$ cat src/rtl/ppu_entity_scheduler_if.sv
// Requester bus for the PPU entity scheduler. It carries three requesters packed side by side.
// Requester i owns slot bits [4i+3:4i] and data bits [18i+17:18i].
interface ppu_entity_scheduler_if;
   logic [2:0]  req_valid;
   logic [2:0]  req_ready;
   logic [11:0] req_slot;
   logic [53:0] req_data;

   // Game-logic side: drives requests and observes grants.
   modport master (
      output req_valid,
      output req_slot,
      output req_data,
      input  req_ready
   );

   // Scheduler side: observes requests and drives grants.
   modport slave (
      input  req_valid,
      input  req_slot,
      input  req_data,
      output req_ready
   );
endinterface

$ cat src/rtl/ppu_entity_scheduler.sv
// PPU entity scheduler.
// Round-robin arbitration of slot writes from three requesters into a shadow file.
// At vblank start the whole shadow file is copied into the active registers that feed the PPU.
// Slot 15 is a CLEAR command. It resets the shadow file one slot per cycle. A commit requested
// while CLEAR is running is held back until the clear has finished.
module ppu_entity_scheduler #(
   parameter int          NUM_REQ     = 3,
   parameter logic [9:0]  VBLANK_LINE = 10'd480
) (
   input  logic                          clk_in,
   input  logic                          reset,
   ppu_entity_scheduler_if.slave         req_if,
   input  logic [9:0]                    counter_V,
   input  logic [9:0]                    counter_H,
   output logic [13:0]                   entity_1,
   output logic [13:0]                   entity_2,
   output logic [13:0]                   entity_3,
   output logic [13:0]                   entity_4,
   output logic [13:0]                   entity_5,
   output logic [13:0]                   entity_6,
   output logic [17:0]                   entity_7_Array,
   output logic [13:0]                   entity_8_Flip,
   output logic [14:0]                   dragon_1,
   output logic [14:0]                   dragon_2,
   output logic [14:0]                   dragon_3,
   output logic [14:0]                   dragon_4,
   output logic [14:0]                   dragon_5,
   output logic [14:0]                   dragon_6,
   output logic [14:0]                   dragon_7,
   output logic                          frame_commit,
   output logic                          busy
);

   localparam logic [1:0] ST_RUN    = 2'd0;
   localparam logic [1:0] ST_CLEAR  = 2'd1;
   localparam logic [1:0] ST_COMMIT = 2'd2;
   localparam logic [3:0] SLOT_CLEAR = 4'd15;
   localparam logic [3:0] LAST_SLOT  = 4'd14;

   logic [1:0]  r_state;
   logic [1:0]  r_ptr;
   logic [3:0]  r_clr_idx;
   logic        r_pending;
   logic [9:0]  r_prev_v;

   logic [1:0]  w_next_state;
   logic [1:0]  w_next_ptr;
   logic [3:0]  w_next_clr_idx;
   logic        w_next_pending;

   logic [2:0]  w_grant;
   logic        w_gnt_any;
   logic [1:0]  w_gnt_idx;
   logic [3:0]  w_gnt_slot;
   logic [17:0] w_gnt_data;
   logic        w_gnt_write;
   logic        w_vblank;
   logic        w_load_active;
   logic        w_unused;

   // The horizontal counter is reserved and is not used yet.
   assign w_unused = ^counter_H;

   // Vblank start fires on the first cycle counter_V reaches the blanking line.
   assign w_vblank = (counter_V == VBLANK_LINE) && (r_prev_v != VBLANK_LINE);

   // Round-robin search from the pointer upward. The first valid requester wins.
   always_comb begin
      logic [2:0] idx;
      w_grant    = '0;
      w_gnt_any  = 1'b0;
      w_gnt_idx  = '0;
      w_gnt_slot = '0;
      w_gnt_data = '0;
      idx        = '0;
      for (int k = 0; k < NUM_REQ; k++) begin
         idx = {1'b0, r_ptr} + 3'(k);
         if (idx >= 3'(NUM_REQ)) begin
            idx = idx - 3'(NUM_REQ);
         end
         if (!w_gnt_any && req_if.req_valid[idx[1:0]]) begin
            w_gnt_any          = 1'b1;
            w_gnt_idx          = idx[1:0];
            w_grant[idx[1:0]]  = 1'b1;
            w_gnt_slot         = req_if.req_slot[4*int'(idx) +: 4];
            w_gnt_data         = req_if.req_data[18*int'(idx) +: 18];
         end
      end
   end

   // Grants are offered only in RUN. CLEAR and COMMIT stall every requester.
   assign req_if.req_ready = (r_state == ST_RUN) ? w_grant : 3'b000;
   assign w_gnt_write      = (r_state == ST_RUN) && w_gnt_any && (w_gnt_slot != SLOT_CLEAR);

   // Next-state logic for the FSM, the round-robin pointer, the clear index and the pending commit.
   always_comb begin
      w_next_state   = r_state;
      w_next_ptr     = r_ptr;
      w_next_clr_idx = r_clr_idx;
      w_next_pending = r_pending;
      case (r_state)
         ST_RUN: begin
            if (w_gnt_any) begin
               w_next_ptr = (w_gnt_idx == 2'(NUM_REQ - 1)) ? 2'd0 : w_gnt_idx + 2'd1;
            end
            if (w_gnt_any && (w_gnt_slot == SLOT_CLEAR)) begin
               // A CLEAR wins over a simultaneous vblank. That commit waits for the clear.
               w_next_state   = ST_CLEAR;
               w_next_clr_idx = '0;
               w_next_pending = w_vblank;
            end else if (w_vblank) begin
               w_next_state = ST_COMMIT;
            end
         end
         ST_CLEAR: begin
            if (w_vblank) begin
               w_next_pending = 1'b1;
            end
            if (r_clr_idx == LAST_SLOT) begin
               w_next_clr_idx = '0;
               w_next_state   = (r_pending || w_vblank) ? ST_COMMIT : ST_RUN;
            end else begin
               w_next_clr_idx = r_clr_idx + 4'd1;
            end
         end
         ST_COMMIT: begin
            w_next_pending = 1'b0;
            w_next_state   = ST_RUN;
         end
         default: begin
            w_next_state   = ST_RUN;
            w_next_pending = 1'b0;
         end
      endcase
   end

   // The active file is loaded on the edge that enters COMMIT. frame_commit and the new values
   // therefore appear in the same cycle, and a write granted on that edge is included.
   assign w_load_active = (w_next_state == ST_COMMIT);

   // Control registers.
   // prev_V resets to the blanking line so that a counter parked at 480 does not fire a commit
   // right after reset.
   always_ff @(posedge clk_in) begin
      if (reset) begin
         r_state   <= ST_RUN;
         r_ptr     <= '0;
         r_clr_idx <= '0;
         r_pending <= 1'b0;
         r_prev_v  <= VBLANK_LINE;
      end else begin
         r_state   <= w_next_state;
         r_ptr     <= w_next_ptr;
         r_clr_idx <= w_next_clr_idx;
         r_pending <= w_next_pending;
         r_prev_v  <= counter_V;
      end
   end

   assign frame_commit = (r_state == ST_COMMIT);
   assign busy         = (r_state != ST_RUN) || r_pending;

   // One shadow/active register pair per slot. Each register is sized to its slot's output width.
   for (genvar gi = 0; gi < 15; gi++) begin : g_slot
      localparam int          W     = (gi == 6) ? 18 : ((gi >= 8) ? 15 : 14);
      localparam logic [17:0] DEF18 = (gi == 6) ? 18'h3C000 : ((gi >= 8) ? 18'h07C00 : 18'h03C00);
      localparam logic [W-1:0] DEF  = DEF18[W-1:0];
      localparam logic [3:0]  SLOT  = 4'(gi);

      logic [W-1:0] r_shadow;
      logic [W-1:0] r_active;
      logic [W-1:0] w_shadow_next;

      // Shadow update: take a granted write to this slot, or take the default when the clear
      // index reaches this slot.
      always_comb begin
         w_shadow_next = r_shadow;
         if (w_gnt_write && (w_gnt_slot == SLOT)) begin
            w_shadow_next = w_gnt_data[W-1:0];
         end else if ((r_state == ST_CLEAR) && (r_clr_idx == SLOT)) begin
            w_shadow_next = DEF;
         end
      end

      // Shadow and active registers for this slot. The active register changes only on a commit.
      always_ff @(posedge clk_in) begin
         if (reset) begin
            r_shadow <= DEF;
            r_active <= DEF;
         end else begin
            r_shadow <= w_shadow_next;
            if (w_load_active) begin
               r_active <= w_shadow_next;
            end
         end
      end
   end

   assign entity_1       = g_slot[0].r_active;
   assign entity_2       = g_slot[1].r_active;
   assign entity_3       = g_slot[2].r_active;
   assign entity_4       = g_slot[3].r_active;
   assign entity_5       = g_slot[4].r_active;
   assign entity_6       = g_slot[5].r_active;
   assign entity_7_Array = g_slot[6].r_active;
   assign entity_8_Flip  = g_slot[7].r_active;
   assign dragon_1       = g_slot[8].r_active;
   assign dragon_2       = g_slot[9].r_active;
   assign dragon_3       = g_slot[10].r_active;
   assign dragon_4       = g_slot[11].r_active;
   assign dragon_5       = g_slot[12].r_active;
   assign dragon_6       = g_slot[13].r_active;
   assign dragon_7       = g_slot[14].r_active;

endmodule

$ cat src/flat_wrapper.sv
// flat-port wrapper written by rule: the top's interface ports become plain ports
module ppu_entity_scheduler_flat 
#(
   parameter int          NUM_REQ     = 3,
   parameter logic [9:0]  VBLANK_LINE = 10'd480
)
  (clk_in, reset, counter_V, counter_H, entity_1, entity_2, entity_3, entity_4, entity_5, entity_6, entity_7_Array, entity_8_Flip, dragon_1, dragon_2, dragon_3, dragon_4, dragon_5, dragon_6, dragon_7, frame_commit, busy, req_if_req_valid, req_if_req_slot, req_if_req_data, req_if_req_ready);
  ppu_entity_scheduler_if req_if_i ();
  input  logic clk_in;
  input  logic reset;
  input  logic [9:0] counter_V;
  input  logic [9:0] counter_H;
  output logic [13:0] entity_1;
  output logic [13:0] entity_2;
  output logic [13:0] entity_3;
  output logic [13:0] entity_4;
  output logic [13:0] entity_5;
  output logic [13:0] entity_6;
  output logic [17:0] entity_7_Array;
  output logic [13:0] entity_8_Flip;
  output logic [14:0] dragon_1;
  output logic [14:0] dragon_2;
  output logic [14:0] dragon_3;
  output logic [14:0] dragon_4;
  output logic [14:0] dragon_5;
  output logic [14:0] dragon_6;
  output logic [14:0] dragon_7;
  output logic frame_commit;
  output logic busy;
  input wire logic [$bits(req_if_i.req_valid)-1:0] req_if_req_valid;
  input wire logic [$bits(req_if_i.req_slot)-1:0] req_if_req_slot;
  input wire logic [$bits(req_if_i.req_data)-1:0] req_if_req_data;
  output wire logic [$bits(req_if_i.req_ready)-1:0] req_if_req_ready;
  assign req_if_i.req_valid = req_if_req_valid;
  assign req_if_i.req_slot = req_if_req_slot;
  assign req_if_i.req_data = req_if_req_data;
  assign req_if_req_ready = req_if_i.req_ready;
  ppu_entity_scheduler #(.NUM_REQ(NUM_REQ), .VBLANK_LINE(VBLANK_LINE)) u_core (.clk_in(clk_in), .reset(reset), .req_if(req_if_i), .counter_V(counter_V), .counter_H(counter_H), .entity_1(entity_1), .entity_2(entity_2), .entity_3(entity_3), .entity_4(entity_4), .entity_5(entity_5), .entity_6(entity_6), .entity_7_Array(entity_7_Array), .entity_8_Flip(entity_8_Flip), .dragon_1(dragon_1), .dragon_2(dragon_2), .dragon_3(dragon_3), .dragon_4(dragon_4), .dragon_5(dragon_5), .dragon_6(dragon_6), .dragon_7(dragon_7), .frame_commit(frame_commit), .busy(busy));
endmodule
$ cat config.mk
export PLATFORM = sky130hd
export DESIGN_NAME = ppu_entity_scheduler_flat
export DESIGN_NICKNAME = d
export VERILOG_FILES = /design/src/rtl/ppu_entity_scheduler_if.sv /design/src/rtl/ppu_entity_scheduler.sv /design/src/flat_wrapper.sv
export SDC_FILE = /design/constraint.sdc
export NUM_CORES = 1
export LEC_CHECK = 0
export ABC_CLOCK_PERIOD_IN_PS = 7700
export CELL_PAD_IN_SITES_DETAIL_PLACEMENT = 1
export CELL_PAD_IN_SITES_GLOBAL_PLACEMENT = 1
export CORE_MARGIN = 3
export CORE_UTILIZATION = 44
export DETAILED_ROUTE_END_ITERATION = 10
export GPL_TIMING_DRIVEN = 0
export PLACE_DENSITY = 0.95
export SETUP_SLACK_MARGIN = 0.15
export SYNTH_ARGS = -nofsm -noshare
export SYNTH_HDL_FRONTEND = slang
export SYNTH_SLANG_ARGS = --single-unit
$ cat constraint.sdc
create_clock -name clk_in -period 7.7 [get_ports clk_in]
set_clock_uncertainty 0.1 [all_clocks]
set_input_delay 1.54 -clock clk_in [delete_from_list [all_inputs] [get_ports clk_in]]
set_output_delay 1.54 -clock clk_in [all_outputs]
set_load 0.05 [all_outputs]
; ---- Word level (Yosys, flattened, before mapping)
; Index checks and enable logic that the tools add are counted.
[word_totals]
register_bits = 461
inputBits = 91
[op_classes]
n_mux = 73
bitwise = 2
add_sub_neg = 7
n_lt_le_gt_ge = 9
n_shift = 6
eq_ne = 38
reduce_logical = 51
mul = 3
[op_table]
columns = op, count
row1 = $mux 15, 14
row2 = $mux 14, 14
row3 = $shiftx 54x32->18, 3
row4 = $mux 18, 5
row5 = $eq 4x4->1 const B, 15
row6 = $logic_and 1x1->1, 39
row7 = $shiftx 12x6->4, 3
row8 = $eq 4x3->1 const B, 8
row9 = $mul 4x3->7 const A, 3
row10 = $mux 3, 7
row11 = $mux 4, 5
row12 = $eq 4x2->1 const B, 4
row13 = $mux 2, 8
row14 = $mux 1, 11
row15 = $eq 10x9->1 const B, 1
row16 = $ne 10x9->1 const B, 1
row17 = $lt 2x3->1 const B, 3
row18 = $eq 4x1->1 const B, 2
row19 = $logic_not 4->1, 2
row20 = $pmux 4 s2, 1
row21 = $bmux 1 s2, 3
row22 = $demux 1 s2, 3
row23 = $eq 2x2->1 const B, 3
row24 = $ge 2x1->1 const B, 3
row25 = 20 further kinds, 28

; ---- Longest topological paths before layout
; Gate-level depths: netlist of run 1.
[logic_depth]
word_depth = 16
ltp_mapped = 15
mapped_depth_nobuf = 10

; ---- Least setup slack after synthesis of run 1
; Ideal clock, no wire load.
[synth_timing]
path_kind = in2out
startpoint = in req_if_req_valid[1]
endpoint = out req_if_req_ready[0]
stages = 7
setup_slack_ps = 2345
arrival_time_ps = 3715
n_path_buf = 3
t_required_ps = 6060
path_cell_list = mux2i_1 o21ai_2 buf_2 buf_1 clkbuf_1 a221oi_1 nor3_1
[synth_between]
elab_chain_len = 10
[synth_rtl]
columns = element, line
row1 = "start, declared", flat_wrapper.sv:30  ; input wire logic [$bits(req_if_i.req_valid)-1:0] req_if_req_valid;
row2 = $bmux 1 s2, ppu_entity_scheduler.sv:81  ; if (!w_gnt_any && req_if.req_valid[idx[1:0]]) begin
row3 = $mux 1 (implied by the code), ppu_entity_scheduler.sv:81
row4 = $mux 1, ppu_entity_scheduler.sv:81
row5 = $logic_not 1->1, ppu_entity_scheduler.sv:81
row6 = $logic_and 1x1->1, ppu_entity_scheduler.sv:81
row7 = $mux 1, ppu_entity_scheduler.sv:81
row8 = $logic_not 1->1, ppu_entity_scheduler.sv:81
row9 = $logic_and 1x1->1, ppu_entity_scheduler.sv:81
row10 = $mux 3 *, ppu_entity_scheduler.sv:81
row11 = $mux 3 *, ppu_entity_scheduler.sv:92  ; assign req_if.req_ready = (r_state == ST_RUN) ? w_grant : 3'b000;
row12 = "end, declared", flat_wrapper.sv:33  ; output wire logic [$bits(req_if_i.req_ready)-1:0] req_if_req_ready;
; Every way passes the cells marked *; elsewhere a longest branch is shown, timed or not. The select of a mux whose other input is x is not followed.

; ---- Final worst setup path of run 1
[layout_timing]
startpoint = in req_if_req_valid[0]
endpoint = out req_if_req_ready[1]
; Same word-level chain as after synthesis.

==> results of run 1 <==
## metal layers
| layer | vias to the layer above | global-route usage | part of all wire | wire (um) |
|---|---|---|---|---|
| met3 | 367 | 0.0712 | 0.081 | 7440 |
| met5 | - | 0 | 0.00044 | 40 |
| met1 | 10900 | 0.417 | 0.39 | 35300 |
| met4 | 6 | 0.195 | 0.061 | 5540 |
| li1 | 9494 | - | - | - |
| met2 | 1252 | 0.584 | 0.47 | 43100 |
## placed cells by master, fill, tap and decap left out, drive strengths merged, types with 5 or more instances in the layout
cell,synthesis,final
clkdlybuf4s50,0,305
o2bb2ai,5,5
o22ai,108,108
nor2b,31,31
mux2,83,83
nand2,219,219
or2,46,46
clkinvlp,0,5
o21ba,86,86
nor4,15,15
nor2,142,142
clkinv,0,8
nor3b,5,5
a31oi,48,48
nand2b,35,35
or3,5,5
o21a,5,5
a211oi,76,76
nand3b,6,6
bufinv,0,5
and3,41,41
ha,6,6
mux2i,49,49
nor3,176,176
inv,9,11
a21oi,230,230
buf,51,51
dfxtp,461,461
nand3,90,90
clkbuf,195,263
a211o,39,39
a22o,18,18
o21ai,116,116
## power groups by stage
stage	Combinational [mW]	Clock (mW)	Sequential (mW)
3_3_place_gp	4.27	0	2.73
5_1_grt	4.99	2.60	2.73
6_report	4.82	2.50	2.72
3_5_place_dp	4.49	0	2.76
2_1_floorplan	2.81	0	2.73
4_1_cts	4.61	2.49	2.71
## per-stage QoR
stage	utilization	instances	hold slack, ns	area (um^2)	worst slack (ns)
after floorplan	-	2433	0.366	20900	2.35
after global placement	0.529	3345	0.357	24700	1.07
after detailed placement	0.529	3345	0.360	24700	1.03
after CTS	0.565	3433	0.378	26300	1.01
after global routing	0.565	3433	0.397	26300	0.734
final	0.565	3433	0.376	26300	0.841
## registers in the layout, summed over array words and instances, names as in the netlist, 2 cells and up
name / count
u_core.r_clr_idx: 4
u_core.dragon_4: 15
u_core.entity_4: 14
u_core.entity_8_Flip: 14
u_core.dragon_3: 15
u_core.r_prev_v: 10
u_core.r_ptr: 2
u_core.entity_5: 14
u_core.dragon_7: 15
u_core.entity_1: 14
u_core.dragon_2: 15
u_core.entity_7_Array: 18
u_core.entity_2: 14
u_core.r_state: 2
u_core.entity_6: 14
u_core.g_slot.r_shadow: 221
u_core.dragon_5: 15
u_core.dragon_1: 15
u_core.entity_3: 14
u_core.dragon_6: 15
## cells by family (layout without fill, tap and decap cells)
kind of cell | after synthesis | in the layout | share of synthesized area
AOI/OAI and AO/OA | 757 | 757 | 0.244
DFF | 461 | 461 | 0.443
muxes | 132 | 132 | 0.0684
adders and majority gates | 6 | 6 | 0.00360
xor gates and xnor gates | 2 | 2 | 0.000840
buffers and inverters | 255 | 648 | 0.0507
and+or+nand+nor | 820 | 820 | 0.190
## tightest hold or removal path, stage by stage, from the launching register on
cell and delay, ns:
dfxtp_1 0.31, nand3_1 0.06, a21oi_1 0.05
## final cells by class
| type | instances | area, um^2 |
|---|---|---|
| Clock buffer | 68 | 1410 |
| Tap cell | 607 | 759 |
| Multi-Input combinational cell | 1717 | 10600 |
| Clock inverter | 20 | 260 |
| Timing Repair Buffer | 305 | 3050 |
| Buffer | 246 | 1020 |
| Inverter | 9 | 33.8 |
| Sequential cell | 461 | 9230 |
| Fill cell | 5409 | 20300 |
## path summary, 6_finish.rpt
kind | to | depth (start not counted) | slack, ns
worst max-delay path | req_if_req_ready[1] | 10 | 0.84
worst min register to register | u_core.entity_6[0] | 2 | 0.38
worst max register to register | u_core.dragon_5[3] | 12 | 2.22
worst min-delay path | u_core.entity_6[0] | 2 | 0.38
==> reports/results.ini, run 1 <==
[run_status]
outcome=completed

[grt]
grt-ovfl-total=0
grtUsageTotal=0.347
antenna_found_initial=3
grt_pass1_wl_um=137000
grt_max_degree=15
grt_pass1_vias=23100

[routing]
drtIter0Drc=2059
vias=22000
routed_wl_um=91400
avgRoutedWirePerCell_um=26.6
ant_nets=0
routed_via_density=6.42
firstDrtPassIters=6
drcViolationCount=0

[sta]
slew_headroom=0.191
period_needed_ns=6.86
clock.fmax_ghz=0.146
drv_slew=0
rsz0062_at_grt=no
timing.final.crit_share=0.891
setup_violations=0
worst_pin_slew_ns=1.21
hold_viol=0
tns_ns=0

[clock_network]
cts-root-buf=clkbuf_16
cts_buffers=48
insertion_delay_ns=0.61
post_cts_buffers=0
cts_resized=0
ctsLongestPathBuffers=3
cts_sinks=461
clkTransAtPathRegs_ns=0.06
cts_tree=yes
hold_buffers=0
htreeDepth=2

[floorplan]
io_pins=317
die_w_um=224
core_area_mm2=0.0467
die_area_mm2=0.0500
die_h_um=224
initial_core_util=0.447
num_rows=79

[worst_setup_path]
cp-startpoint=req_if_req_valid[0]
critical-path-top-delay-family=buffers and inverters
cp_max_fo=10
cp_num_buf_inv=5
crit_chain=clkdlybuf4s50_1 > mux2i_1 > o21ai_2 > buf_2 > buf_1 > clkbuf_1 > a221o_1 > o21ai_0 > nor2_1 > clkdlybuf4s50_1
worstSetupStartpointType=input port
cpMostUsedCell=clkdlybuf4s50_1
cp_slowest_stage_delay_ns=0.86
r2r-start=u_core.r_ptr[0]
setup.worst_path.class=input port to output port
cp.required_ns=6.06
worstPathArrival_ns=5.22
slowest_stage=clkdlybuf4s50_1
endpoint_kind=output port

[synthesis]
yosys_warnings=0
synth_area_mm2=0.0208
synthCells=2433
synth-seq-cells=461
synth_area_leaders=dfxtp_1, a21oi_1, mux2_2, o21ba_2, nor3_1
synth_top_area_cell=dfxtp_1
synth_ff_type=dfxtp_1
synthTopCellsByCount=dfxtp_1, a21oi_1, nand2_1
synth_cell_type_count=65
ys_async_sr_fraction=0
syn_area_per_cell_um2=8.57
synth_edf_count=0
netlist.area_leader.share=0.443
yosysSeqAreaShare=0.443
synth_nets=2530
yosysMostFrequentCell=dfxtp_1

[worst_hold_path]
hold_class=flip-flop to flip-flop
worstHoldStart=u_core.entity_6[0]

[layout]
drive_gt1_frac=0.132
diodes=0
area_growth_pct=26.3
nNetsFinal=2885

[power_and_ir_drop]
peakVddDrop_mv=0.206
p_seq_frac=0.271
power.switching_mw=4.76
p_per_area_mw_per_mm2=381
intPower_mw=5.27
swShare=0.474
power.total_mw=10.0
leakage_nw=8.82
combPwrFrac=0.480
clockPowerShare=0.249

[placed_design]
port_buffers=305
place_congestion=0.894
hpwlAfterDp_um=62700

[job]
maxCapViolations=0

(Power assumes the default switching activity.)
==> inputs of run 2 (changes only) <==
--- a/config.mk
+++ b/config.mk
@@ -6,6 +6,7 @@
 export NUM_CORES = 1
 export LEC_CHECK = 0
 export ABC_CLOCK_PERIOD_IN_PS = 7700
+export CAP_MARGIN = 20
 export CELL_PAD_IN_SITES_DETAIL_PLACEMENT = 1
 export CELL_PAD_IN_SITES_GLOBAL_PLACEMENT = 1
 export CORE_MARGIN = 3
@@ -13,7 +14,9 @@
 export DETAILED_ROUTE_END_ITERATION = 10
 export GPL_TIMING_DRIVEN = 0
 export PLACE_DENSITY = 0.95
+export REMOVE_ABC_BUFFERS = 1
 export SETUP_SLACK_MARGIN = 0.15
 export SYNTH_ARGS = -nofsm -noshare
 export SYNTH_HDL_FRONTEND = slang
 export SYNTH_SLANG_ARGS = --single-unit
+export TNS_END_PERCENT = 50
==> run 2 against run 1 <==
  * Largest power group unchanged
  * Hold slack lost 0.0091 ns
  * Largest cell class unchanged
  * Critical path depth grew 5
  * Combinational power is 5.0% higher
  * Clock-buffer cell count decreased by 2
  * Cell count fell by 5.6%
  * Maximum frequency down 1.2%
==> reports/results.ini, run 2 (synthesis gave the netlist of run 1 again) <==
[clock_network]
insertion_delay_ns=0.60
post_cts_buffers=0
ctsLongestPathBuffers=3
cts_resized=0
cts-root-buf=clkbuf_16
cts_tree=yes
clkTransAtPathRegs_ns=0.07
htreeDepth=2
cts_sinks=461
cts_buffers=48
hold_buffers=0

[worst_setup_path]
critical-path-top-delay-family=compound AO/OA/AOI/OAI gates
cp_max_fo=59
r2r-start=u_core.r_ptr[1]
worstPathArrival_ns=7.31
crit_cells=15
cp.required_ns=8.06
slowest_stage=o311ai_4
crit_chain=inv_1 > ha_2 > buf_12 > mux2i_1 > o21ai_4 > buf_12 > a2111oi_4 > o221ai_2 > o311ai_4 > buf_16 > buf_16 > buf_16 > nand2_4 > buf_16 > a211oi_1
r2r_slack_ns=0.76
cpMostUsedCell=buf_16
worstSetupStartpointType=flip-flop
setup.worst_path.class=flip-flop to flip-flop
r2r.worst_path.cells=15
cp_num_buf_inv=7
cp_slowest_stage_delay_ns=1.08
endpoint_kind=flip-flop
worst_r2r_endpoint=u_core.dragon_6[4]

[grt]
grt-ovfl-total=0
antenna_found_initial=2
grt_max_degree=173
grt_pass1_wl_um=128000
grtUsageTotal=0.321
grt_pass1_vias=21900

[worst_hold_path]
min_to=u_core.entity_2[3]
whs_path_depth=2
worstHoldStart=u_core.entity_2[3]
hold_class=flip-flop to flip-flop

[power_and_ir_drop]
leakage_nw=8.93
p_per_area_mw_per_mm2=387
peakVddDrop_mv=0.330
power.total_mw=10.3

[floorplan]
num_rows=79
io_pins=317
die_h_um=224
core_area_mm2=0.0467
initial_core_util=0.447
die_area_mm2=0.0500
die_w_um=224

[sta]
setup_violations=0
slew_headroom=0.193
timing.final.crit_share=0.902
period_needed_ns=6.95
holdWs_ns=0.367
drv_slew=0
hold_viol=0
rsz0062_at_grt=no
clock.fmax_ghz=0.144
worst_pin_slew_ns=1.21
fin_ws_ns=0.755

[layout]
nNetsFinal=2692
final_common_cell=dfxtp_1
final_cell_count_no_fill=3241
top_register=u_core.g_slot.r_shadow
largest_reg_flops=221
layout_common_cells=dfxtp_1, clkdlybuf4s50_1, nand2_1, a21oi_1, nor3_1
drive_gt1_frac=0.158
area_growth_pct=27.1

[placed_design]
port_buffers=306
place_congestion=0.829
pre_cts_ws_ns=0.355
dp.cells=3149
hpwlAfterDp_um=52800

[job]
maxCapViolations=0

[routing]
firstDrtPassIters=5
routed_wl_um=83900
vias=20600
ant_nets=0
drtIter0Drc=1778
drcViolationCount=0
avgRoutedWirePerCell_um=25.9
routed_via_density=6.37

[run_status]
outcome=completed

## run 2: stage by stage
stage | instance area [um^2] | setup TNS [ns] | utilization
2_1_floorplan | 19800 | -249.64 | -
3_3_place_gp | 23600 | -2916.09 | 0.507
3_5_place_dp | 24800 | 0 | 0.531
4_1_cts | 26400 | 0 | 0.567
5_1_grt | 26500 | 0 | 0.568
6_report | 26500 | 0 | 0.568
## run 2: per-layer routing
metal | global-route usage | wire length [um] | vias up
met1 | 0.397 | 33800 | 10300
met3 | 0.0508 | 5750 | 259
met5 | 0 | 0 | -
met4 | 0.140 | 3730 | 0
li1 | - | - | 9077
met2 | 0.554 | 40600 | 988
## run 2: cell type report
class,count,area [um^2]
inverters,9,33.8
diodes,1,2.50
clock buffers,66,1400
repair buffers,358,4050
flip-flops and latches,461,9230
well taps,607,759
multi-input cells,1717,10800
clock inverters,22,274
fillers,5213,20100
## run 2: how the worst max path moves through the flow
| stage | start | to | slack (ns) |
|---|---|---|---|
| 2_1_floorplan | counter_V[7] | u_core.dragon_1[10] | -2.23 |
| 3_3_place_gp | counter_V[1] | u_core.entity_5[12] | -9.17 |
| 3_5_place_dp | req_if_req_valid[1] | u_core.dragon_4[4] | 0.35 |
| 4_1_cts | u_core.r_ptr[1] | u_core.dragon_6[4] | 0.78 |
| 5_1_grt | u_core.r_ptr[1] | u_core.dragon_6[4] | 0.52 |
| 6_report | u_core.r_ptr[1] | u_core.dragon_6[4] | 0.76 |
## run 2: worst register-to-register path, cell delays in order, from the launching register on
cell       delay (ns)
dfxtp_1          0.43
inv_1            0.14
ha_2             0.56
buf_12           0.32
mux2i_1          0.38
o21ai_4          0.15
buf_12           0.22
a2111oi_4        0.96
o221ai_2         0.64
o311ai_4         1.09
buf_16           0.26
buf_16           0.17
buf_16           0.18
nand2_4          0.38
buf_16           0.43
a211oi_1         0.40
## run 2: where the power goes
part	total (mW)	internal, mW	switching, mW
logic	5.06	1.48	3.58
clock network	2.49	1.45	1.04
registers	2.71	2.62	0.0881
total	10.3	5.55	4.70
==> inputs of run 3 (changes only) <==
--- a/config.mk
+++ b/config.mk
@@ -15,7 +15,7 @@
 export GPL_TIMING_DRIVEN = 0
 export PLACE_DENSITY = 0.95
 export REMOVE_ABC_BUFFERS = 1
-export SETUP_SLACK_MARGIN = 0.15
+export SETUP_SLACK_MARGIN = 0.02
 export SYNTH_ARGS = -nofsm -noshare
 export SYNTH_HDL_FRONTEND = slang
 export SYNTH_SLANG_ARGS = --single-unit
==> results of run 3 <==
No change in the layout: final DEF, timing and power equal those of run 2.
